### src/rtl/fifo_pkg.sv
// -----------------------------------------------------------------------------
// fifo_pkg
//
// Purpose : definitions shared by the byte-FIFO clients. These are the
//           packer state encoding, the default FIFO geometry and a helper
//           that sizes the saturating counters.
//
// Contents:
//   FIFO_DEPTH  - depth of the upstream byte FIFO (FIFO_8)
//   BYTE_W      - width of one FIFO entry
//   pk_state_t  - packer state: FILL (draining bytes) / HOLD (word presented)
//   cnt_width() - bits needed to count 0..n inclusive
// -----------------------------------------------------------------------------
package fifo_pkg;

    localparam int FIFO_DEPTH = 8;
    localparam int BYTE_W     = 8;

    typedef enum logic {
        FILL = 1'b0,
        HOLD = 1'b1
    } pk_state_t;

    // The counters must represent the full value n (not just n-1), so they
    // never have to wrap.
    function automatic int cnt_width(input int n);
        return $clog2(n + 1);
    endfunction

endpackage

### src/rtl/fifo_word_packer_if.sv
// -----------------------------------------------------------------------------
// fifo_word_packer_if
//
// Purpose : bundles the FIFO-side tap and the packed-word valid/ready port of
//           fifo_word_packer.
//
// Signals :
//   fifo_wen    producer write enable (tap into FIFO_8)
//   fifo_ren    FIFO read enable, driven by the packer
//   fifo_dout   FIFO read data, valid the cycle after a read
//   fifo_error  FIFO error flag
//   out_data    packed word, first byte read in the LSBs
//   out_valid   out_data valid
//   out_ready   downstream accepts out_data
//   occ         mirror of the FIFO occupancy
//   err_sticky  latched FIFO error
//
// Modports:
//   master - the packer
//   slave  - the environment (FIFO + producer tap + word consumer)
// -----------------------------------------------------------------------------
interface fifo_word_packer_if #(
    parameter int DATA_W = fifo_pkg::BYTE_W,
    parameter int BYTES  = 4,
    parameter int DEPTH  = fifo_pkg::FIFO_DEPTH
);

    localparam int OCC_W = $clog2(DEPTH + 1);

    logic                      fifo_wen;
    logic                      fifo_ren;
    logic [DATA_W-1:0]         fifo_dout;
    logic                      fifo_error;
    logic [DATA_W*BYTES-1:0]   out_data;
    logic                      out_valid;
    logic                      out_ready;
    logic [OCC_W-1:0]          occ;
    logic                      err_sticky;

    modport master (
        input  fifo_wen,
        input  fifo_dout,
        input  fifo_error,
        input  out_ready,
        output fifo_ren,
        output out_data,
        output out_valid,
        output occ,
        output err_sticky
    );

    modport slave (
        output fifo_wen,
        output fifo_dout,
        output fifo_error,
        output out_ready,
        input  fifo_ren,
        input  out_data,
        input  out_valid,
        input  occ,
        input  err_sticky
    );

endinterface

### src/rtl/occ_tracker.sv
// -----------------------------------------------------------------------------
// occ_tracker
//
// Purpose : saturating mirror of a FIFO's occupancy. It is meant for clients
//           of a FIFO that exposes no empty/full flags. The tracker follows
//           the FIFO's own rules: a read takes priority over a simultaneous
//           write, and a write into a full FIFO is dropped.
//
// Ports   :
//   clk   in   clock, rising edge
//   rst   in   synchronous active-high reset (occ -> 0)
//   wen   in   FIFO write enable
//   ren   in   FIFO read enable
//   occ   out  current occupancy, 0..DEPTH
// -----------------------------------------------------------------------------
module occ_tracker
    import fifo_pkg::*;
#(
    parameter int DEPTH = FIFO_DEPTH
) (
    input  logic                       clk,
    input  logic                       rst,
    input  logic                       wen,
    input  logic                       ren,
    output logic [$clog2(DEPTH+1)-1:0] occ
);

    localparam int               OCC_W   = cnt_width(DEPTH);
    localparam logic [OCC_W-1:0] DEPTH_C = OCC_W'(DEPTH);
    localparam logic [OCC_W-1:0] ONE_C   = OCC_W'(1);

    logic [OCC_W-1:0] occ_reg;

    always_ff @(posedge clk) begin
        if (rst) begin
            occ_reg <= '0;
        end else if (ren) begin
            // The FIFO services only the read when both enables are high.
            // The zero guard keeps the mirror sane if a client ever reads
            // blind.
            if (occ_reg != '0) begin
                occ_reg <= occ_reg - ONE_C;
            end
        end else if (wen && (occ_reg < DEPTH_C)) begin
            occ_reg <= occ_reg + ONE_C;
        end
    end

    assign occ = occ_reg;

endmodule

### src/rtl/fifo_word_packer.sv
// -----------------------------------------------------------------------------
// fifo_word_packer
//
// Purpose : drains bytes from the flagless 8-deep byte FIFO (FIFO_8). It packs
//           BYTES of them (first byte in the LSBs) into a word and presents
//           that word on a valid/ready port. Reads are issued only when the
//           mirror occupancy says a byte is present. Reads are also withheld
//           in any cycle the producer writes, so the FIFO never sees a
//           colliding or underflowing read.
//
// Ports   :
//   clk   in      sole clock, rising edge
//   rst   in      synchronous active-high reset (the FIFO gets ~rst)
//   bus   master  fifo_word_packer_if: FIFO tap, packed-word port, occ,
//                 err_sticky
//
// Parameters: DATA_W (byte width), BYTES (bytes per word, >= 2),
//             DEPTH (FIFO depth for the occupancy mirror)
//
// Build option: define PACKER_ERR_CHECK_EN to latch fifo_error into
//               err_sticky (cleared only by rst). Without it fifo_error is
//               ignored and err_sticky is 0.
//
// Timing: the first read in cycle c (bytes present, no writes) gives
//         out_valid in cycle c+BYTES+1. out_data/out_valid hold while
//         out_ready is low.
// -----------------------------------------------------------------------------
module fifo_word_packer
    import fifo_pkg::*;
#(
    parameter int DATA_W = BYTE_W,
    parameter int BYTES  = 4,
    parameter int DEPTH  = FIFO_DEPTH
) (
    input  logic              clk,
    input  logic              rst,
    fifo_word_packer_if.master bus
);

    localparam int               CNT_W   = cnt_width(BYTES);
    localparam int               OCC_W   = cnt_width(DEPTH);
    localparam logic [CNT_W-1:0] BYTES_C = CNT_W'(BYTES);
    localparam logic [CNT_W-1:0] LAST_C  = CNT_W'(BYTES - 1);
    localparam logic [CNT_W-1:0] ONE_C   = CNT_W'(1);

    pk_state_t        state_reg;
    logic [CNT_W-1:0] issued_reg;     // reads issued for the current word
    logic [CNT_W-1:0] captured_reg;   // bytes already written into lanes
    logic             rd_pend_reg;    // read issued last cycle -> dout valid now
    logic             out_valid_reg;
    logic [OCC_W-1:0] occ;
    logic             ren;
    logic             accept;

    // -------------------------------------------------------------------------
    // Read enable. It is combinational on registered state and the write
    // tap, so a read never lands in a write cycle. During rst it is forced
    // low so the FIFO and the mirror come out of reset together.
    // -------------------------------------------------------------------------
    assign ren = !rst
              && (state_reg == FILL)
              && (issued_reg < BYTES_C)
              && (occ != '0)
              && !bus.fifo_wen;

    assign accept = (state_reg == HOLD) && out_valid_reg && bus.out_ready;

    occ_tracker #(
        .DEPTH (DEPTH)
    ) u_occ_tracker (
        .clk (clk),
        .rst (rst),
        .wen (bus.fifo_wen),
        .ren (ren),
        .occ (occ)
    );

    // -------------------------------------------------------------------------
    // Control FSM. issued runs ahead of captured by the one-cycle FIFO read
    // latency. The word is complete on the edge that captures lane BYTES-1.
    // By then issued has already reached BYTES, so no stray read is left in
    // flight when entering HOLD.
    // -------------------------------------------------------------------------
    always_ff @(posedge clk) begin
        if (rst) begin
            state_reg     <= FILL;
            issued_reg    <= '0;
            captured_reg  <= '0;
            rd_pend_reg   <= 1'b0;
            out_valid_reg <= 1'b0;
        end else begin
            rd_pend_reg <= ren;
            unique case (state_reg)
                FILL: begin
                    if (ren) begin
                        issued_reg <= issued_reg + ONE_C;
                    end
                    if (rd_pend_reg) begin
                        captured_reg <= captured_reg + ONE_C;
                        if (captured_reg == LAST_C) begin
                            state_reg     <= HOLD;
                            out_valid_reg <= 1'b1;
                        end
                    end
                end
                HOLD: begin
                    if (accept) begin
                        state_reg     <= FILL;
                        out_valid_reg <= 1'b0;
                        issued_reg    <= '0;
                        captured_reg  <= '0;
                    end
                end
                default: begin
                    state_reg <= FILL;
                end
            endcase
        end
    end

    // -------------------------------------------------------------------------
    // Byte lanes. Lane gi loads fifo_dout when the pending read is the
    // gi-th byte of the word. All lanes clear on acceptance, so a new word
    // never shows stale bytes.
    // -------------------------------------------------------------------------
    for (genvar gi = 0; gi < BYTES; gi++) begin : g_lane
        logic [DATA_W-1:0] lane_reg;

        always_ff @(posedge clk) begin
            if (rst || accept) begin
                lane_reg <= '0;
            end else if (rd_pend_reg && (captured_reg == CNT_W'(gi))) begin
                lane_reg <= bus.fifo_dout;
            end
        end

        assign bus.out_data[gi*DATA_W +: DATA_W] = lane_reg;
    end

    // -------------------------------------------------------------------------
    // FIFO error capture
    // -------------------------------------------------------------------------
`ifdef PACKER_ERR_CHECK_EN
    logic err_sticky_reg;

    always_ff @(posedge clk) begin
        if (rst) begin
            err_sticky_reg <= 1'b0;
        end else if (bus.fifo_error) begin
            err_sticky_reg <= 1'b1;
        end
    end

    assign bus.err_sticky = err_sticky_reg;
`else
    logic unused_fifo_error;

    assign unused_fifo_error = bus.fifo_error;
    assign bus.err_sticky    = 1'b0;
`endif

    assign bus.fifo_ren  = ren;
    assign bus.out_valid = out_valid_reg;
    assign bus.occ       = occ;

endmodule

### src/flat_wrapper.sv
// flat-port wrapper written by rule: the top's interface ports become plain ports
module fifo_word_packer_flat import fifo_pkg::*;
#(
    parameter int DATA_W = BYTE_W,
    parameter int BYTES  = 4,
    parameter int DEPTH  = FIFO_DEPTH
)
  (clk, rst, bus_fifo_wen, bus_fifo_dout, bus_fifo_error, bus_out_ready, bus_fifo_ren, bus_out_data, bus_out_valid, bus_occ, bus_err_sticky);
  fifo_word_packer_if #(.DATA_W(DATA_W), .BYTES(BYTES), .DEPTH(DEPTH)) bus_i ();
  input  logic clk;
  input  logic rst;
  input wire logic [$bits(bus_i.fifo_wen)-1:0] bus_fifo_wen;
  input wire logic [$bits(bus_i.fifo_dout)-1:0] bus_fifo_dout;
  input wire logic [$bits(bus_i.fifo_error)-1:0] bus_fifo_error;
  input wire logic [$bits(bus_i.out_ready)-1:0] bus_out_ready;
  output wire logic [$bits(bus_i.fifo_ren)-1:0] bus_fifo_ren;
  output wire logic [$bits(bus_i.out_data)-1:0] bus_out_data;
  output wire logic [$bits(bus_i.out_valid)-1:0] bus_out_valid;
  output wire logic [$bits(bus_i.occ)-1:0] bus_occ;
  output wire logic [$bits(bus_i.err_sticky)-1:0] bus_err_sticky;
  assign bus_i.fifo_wen = bus_fifo_wen;
  assign bus_i.fifo_dout = bus_fifo_dout;
  assign bus_i.fifo_error = bus_fifo_error;
  assign bus_i.out_ready = bus_out_ready;
  assign bus_fifo_ren = bus_i.fifo_ren;
  assign bus_out_data = bus_i.out_data;
  assign bus_out_valid = bus_i.out_valid;
  assign bus_occ = bus_i.occ;
  assign bus_err_sticky = bus_i.err_sticky;
  fifo_word_packer #(.DATA_W(DATA_W), .BYTES(BYTES), .DEPTH(DEPTH)) u_core (.clk(clk), .rst(rst), .bus(bus_i));
endmodule
### config.mk
export PLATFORM = sky130hd
export DESIGN_NAME = fifo_word_packer_flat
export DESIGN_NICKNAME = d
export VERILOG_FILES = /design/src/rtl/fifo_pkg.sv /design/src/rtl/fifo_word_packer_if.sv /design/src/rtl/occ_tracker.sv /design/src/rtl/fifo_word_packer.sv /design/src/flat_wrapper.sv
export SDC_FILE = /design/constraint.sdc
export NUM_CORES = 1
export LEC_CHECK = 0
export BUFFER_PORTS_ARGS = -buffer_cell sky130_fd_sc_hd__buf_2
export CAP_MARGIN = 25
export CORE_MARGIN = 10
export CORE_UTILIZATION = 55
export DETAILED_ROUTE_END_ITERATION = 12
export PLACE_DENSITY = 0.87
export SLEW_MARGIN = 20
export SYNTH_ARGS = -nofsm -noshare
export SYNTH_HDL_FRONTEND = slang
export SYNTH_SLANG_ARGS = --single-unit
export TNS_END_PERCENT = 50
### constraint.sdc
create_clock -name clk -period 5.6 [get_ports clk]
set_clock_uncertainty 0.15 [all_clocks]
set_input_delay 0.56 -clock clk [delete_from_list [all_inputs] [get_ports clk]]
set_output_delay 0.56 -clock clk [all_outputs]
set_load 0.005 [all_outputs]
# After elaboration in Yosys (flattened, before gate mapping)
# Cells that the tools add are included.
dict set report totals {
  inputBits 13
  wordCells 62
  ff_bits 45
}
dict set report op_classes {
  n_addsub 4
  n_mux 16
  n_reduce_logical 21
  n_eq_ne 8
  n_lt_le_gt_ge 2
  bitwise 1
}
# cell n
set op_table {}
lappend op_table {{$mux W4} 3}
lappend op_table {{$pmux W3 S2} 2}
lappend op_table {{$logic_and A1 B1 Y1} 11}
lappend op_table {{$mux W3} 3}
lappend op_table {{$add A3 B1 Y3 const B} 2}
lappend op_table {{$eq A3 B2 Y1 const B} 2}
lappend op_table {{$mux W1} 6}
lappend op_table {{$ne A2 B2 Y1 const B} 3}
lappend op_table {{$reduce_and A2 Y1} 3}
lappend op_table {{$add A4 B1 Y4 const B} 1}
lappend op_table {{$lt A4 B4 Y1 const B} 1}
lappend op_table {{$ne A2 B1 Y1 const B} 2}
lappend op_table {{$pmux W1 S2} 2}
lappend op_table {{$reduce_bool A4 Y1} 1}
lappend op_table {{$sub A4 B1 Y4 const B} 1}
lappend op_table {{$eq A3 B1 Y1 const B} 1}
lappend op_table {{$logic_not A3 Y1} 1}
lappend op_table {{$lt A3 B3 Y1 const B} 1}
lappend op_table {{$reduce_and A3 Y1} 1}
lappend op_table {{$logic_not A1 Y1} 2}
lappend op_table {{$reduce_bool A2 Y1} 1}
lappend op_table {{$logic_or A1 B1 Y1} 1}
lappend op_table {{$not A1 Y1} 1}

# Longest topological paths before layout
dict set report logic_depth {
  ltp_word 7
  ltp_mapped 8
  depth_no_buf 7
}

# Hierarchy
# Synthesis repeated with hierarchy kept, for this count alone.
dict set report hier_totals {
  hier_cells 199
  area_unflattened_um2 1918.1
}
# mod cells_each area_each_um2 instances
set modules_own_cells {}
lappend modules_own_cells {fifo_word_packer 163 1615.3 1}
lappend modules_own_cells {occ_tracker 36 302.8 1}

# Worst setup path after synthesis
# OpenSTA, ideal clock, no wires.
dict set report synth_path {
  path_type {in2reg}
  start {input rst}
  end {register u_core.u_occ_tracker.occ_reg[2] (netlist: u_core.u_occ_tracker.occ[2])}
  setup_slack_ns 3.199
  stages 8
  arrival_ns 2.137
  n_path_buf 1
  setup_time_ns 0.114
  required_ns 5.336
  path_cell_list {buf_6 -> or4_4 -> nor2_4 -> inv_1 -> fa_1 -> xnor2_1 -> mux2i_1 -> nor2_1}
}
dict set report synth_via {
  elab_chain_len 7
}
# item line
set synth_rtl {}
lappend synth_rtl {{from (decl)} flat_wrapper.sv:11} ;# input logic rst;
lappend synth_rtl {{$logic_not A1 Y1 *} fifo_word_packer.sv:60} ;# assign ren = !rst
lappend synth_rtl {{$logic_and A1 B1 Y1 *} fifo_word_packer.sv:61} ;# && (state_reg == FILL)
lappend synth_rtl {{$logic_and A1 B1 Y1 *} fifo_word_packer.sv:62} ;# && (issued_reg < BYTES_C)
lappend synth_rtl {{$logic_and A1 B1 Y1 *} fifo_word_packer.sv:63} ;# && (occ != '0)
lappend synth_rtl {{$logic_and A1 B1 Y1 *} fifo_word_packer.sv:64} ;# && !bus.fifo_wen;
lappend synth_rtl {{via bus_fifo_ren} flat_wrapper.sv:16} ;# output wire logic [$bits(bus_i.fifo_ren)-1:0] bus_fifo_ren;
lappend synth_rtl {{$ne A2 B1 Y1 (no source line) or $reduce_bool A2 Y1 (tied branches)} -}
lappend synth_rtl {{$reduce_and A2 Y1 (no source line)} -}
lappend synth_rtl {{to (signal assigned)} occ_tracker.sv:42} ;# occ_reg <= occ_reg - ONE_C;
lappend synth_rtl {{to (signal assigned)} occ_tracker.sv:45} ;# occ_reg <= occ_reg + ONE_C;
lappend synth_rtl {{to (decl)} occ_tracker.sv:32} ;# logic [OCC_W-1:0] occ_reg;
# Mark *: on every way through the listed nets, which the timed path passes. The rest lies on a longest branch.
# A chain may end at the register's enable or synchronous reset.

# Worst setup path in the final report
dict set report layout_path {
  start {register u_core.state_reg}
  end {output bus_fifo_ren}
}
dict set report layout_via {
  elab_chain_len 5
}
# item line
set layout_rtl {}
lappend layout_rtl {{from (decl)} fifo_word_packer.sv:46} ;# pk_state_t state_reg;
lappend layout_rtl {{from (signal assigned)} fifo_word_packer.sv:86} ;# state_reg <= FILL;
lappend layout_rtl {{from (signal assigned)} fifo_word_packer.sv:101} ;# state_reg <= HOLD;
lappend layout_rtl {{from (signal assigned)} fifo_word_packer.sv:108} ;# state_reg <= FILL;
lappend layout_rtl {{$not A1 Y1} fifo_word_packer.sv:61}
lappend layout_rtl {{$logic_and A1 B1 Y1} fifo_word_packer.sv:61}
lappend layout_rtl {{$logic_and A1 B1 Y1} fifo_word_packer.sv:62}
lappend layout_rtl {{$logic_and A1 B1 Y1} fifo_word_packer.sv:63}
lappend layout_rtl {{$logic_and A1 B1 Y1} fifo_word_packer.sv:64}
lappend layout_rtl {{to (decl)} flat_wrapper.sv:16}
# Every way passes these cells.

==> metrics.cfg <==
[worst_setup_path]
arrival_ns = 1.70
crit_fanout = 8
cp-end-kind = output port
startpoint_type = flop
crit_path_start = u_core.state_reg
path_class = flop to output port
rr_startpoint = u_core.state_reg
cp.required_ns = 4.89

[timing]
hold_violations = 0
holdWs_ns = 0.311
setup_viol = 0
slew_viol_final = 0
tightest_slew_ns = 0.502
fin_crit_ns = 2.41
setup_tns_ns = 0
rsz0062_at_grt = no
slew_headroom_pct = 66.5
fin_crit_sh_pct = 43.0
fmax_ghz = 0.415

[grt]
overflow = 0
grt_usage_pct = 14.1
antenna_found_initial = 0
grt_pass1_vias = 1550
grt_max_degree = 28
grt_first_pass_wirelength_um = 7230

[clocking]
cts.clk_slew.worst_paths_ns = 0.12
cts_root_buf = clkbuf_4
postCtsSetupRepairBufs = 0
cts_inserted_buffers = 5
post_cts_resized = 0
clock_path_buffers = 2
h-tree-depth = 2
clock_sinks = 45
clkLatencyLatePin_ns = 0.34
hold_buffers = 0
cts_tree = built

[min_path]
hold_class = flop to flop
hp-start = u_core.g_lane[3].lane_reg[7]

[power_and_ir_drop]
power_uw = 715
powerDensity_nw_per_um2 = 326
irDropWorstVdd_uv = 175
p_leak_nw = 0.925

[yosys]
syn-mean-instance-area_um2 = 8.42
synth.distinct_cells = 31
yosysTopAreaCell = dfxtp_1
synth_fp_nets = 242
synth_edf_count = 0
syn_inst = 220
synth_area_leaders = dfxtp_1, a21oi_1, nand2_1
yosys_warnings = 0
synth.most_common_cell = nand2_1
synth-seq-cells = 45
synth_common_cells = nand2_1, dfxtp_1, a21oi_1, nand3_1, nor2_1
yosysTopAreaCellShare_pct = 48.6
async_flop_share_pct = 0
yosysSeqAreaShare_pct = 48.6
synth_flop_cell = dfxtp_1
synth_area_um2 = 1850

[placed_design]
place_congestion = 0.822
dp_cells = 304
dp_hpwl_um = 3180
port_buffers = 49

[drt]
dr.first_iter.drc_count = 135
via_per_inst = 5.25
routedWlPerCell_um = 13.7
drc_errors = 0
wl_um = 4270
ant_nets = 0
drt_first_pass_iters = 4
vias = 1637

[finish]
regArea_um2 = 901
multiInputGateArea_um2 = 863
num_antenna_cells = 0
largest_register_ffs = 32
drive_above_1_share_pct = 23.7
syn2layout_area_growth_pct = 18.4
nets = 287
nFillCells = 279
fin_cells = 312

[floorplan]
fp-row-count = 21
dieWidth_um = 78.0
design.portCount = 52
initial_core_util_pct = 56.4
core_um2 = 3280
die-area_um2 = 6090
die_y_um = 78.0

[job]
cap_violations = 0

[run_status]
status = finished clean

[metrics by stage]
stage          worst slack (ns)  cell area (um^2)  utilization, %
2_1_floorplan              3.20              1850               -
3_3_place_gp               3.06              2110            64.2
3_5_place_dp               3.02              2110            64.2
4_1_cts                    3.18              2190            66.8
5_1_grt                    3.11              2190            66.8
6_report                   3.19              2190            66.8
[cell usage in the layout (no fill, tap or decap), types with 2 or more instances in the layout]
master and instances:
nand2_1 46, a21oi_1 36, buf_2 49, inv_1 7, ha_1 8, buf_4 2
mux2i_1 2, nand3_1 28, dfxtp_1 45, xnor2_1 2, clkbuf_4 5, nand2b_1 2
nor2_1 15
[per-layer routing]
| metal | routed length, um | part of all wire, % | track usage [%] |
|---|---|---|---|
| met1 | 1810 | 42 | 16.5 |
| met2 | 2070 | 49 | 23.5 |
| met3 | 316 | 7.4 | 4.67 |
| met4 | 67 | 1.6 | 5.20 |
| met5 | 0 | 0 | 0 |
[logic make-up (layout without fill, tap and decap cells)]
kind of cell | after synthesis | after routing | synth area share [%]
and+or+nand+nor | 98 | 98 | 24.3
xor gates and xnor gates | 2 | 2 | 0.946
adders and majority gates | 9 | 9 | 6.49
buffers and inverters | 20 | 66 | 4.73
other | 1 | 1 | 0.203
muxes | 3 | 3 | 1.69
DFF | 45 | 45 | 48.6
AOI/OAI and AO/OA | 42 | 42 | 13.0
[final timing paths]
path | to | depth (start not counted) | slack (ns)
setup / recovery | bus_fifo_ren | 3 | 3.19
hold / removal | u_core.g_lane[3].lane_reg[7] | 2 | 0.31
setup reg to reg | u_core.u_occ_tracker.occ[3] | 7 | 3.33
hold reg to reg | u_core.g_lane[3].lane_reg[7] | 2 | 0.31
[critical path, cell delays in order, from the launching register on]
cell	delay (ns)
dfxtp_1	0.39
or4_4	0.59
nor2_4	0.23
buf_2	0.15
[area by class of cell]
| cell class | count | share of cell area (%) |
|---|---|---|
| inverters | 7 | 1.20 |
| flip-flops and latches | 45 | 41.1 |
| well taps | 46 | 2.62 |
| clock inverters | 1 | 1.37 |
| clock buffers | 7 | 2.51 |
| repair buffers | 51 | 11.9 |
| multi-input cells | 155 | 39.4 |
[report_power, final]
part	switching (mW)	internal, mW	leakage [nW]
combinational	0.0852	0.0628	0.515
clock	0.0963	0.107	0.0455
sequential	0.0230	0.340	0.364
No activity file was read; power rests on OpenSTA's default activity.
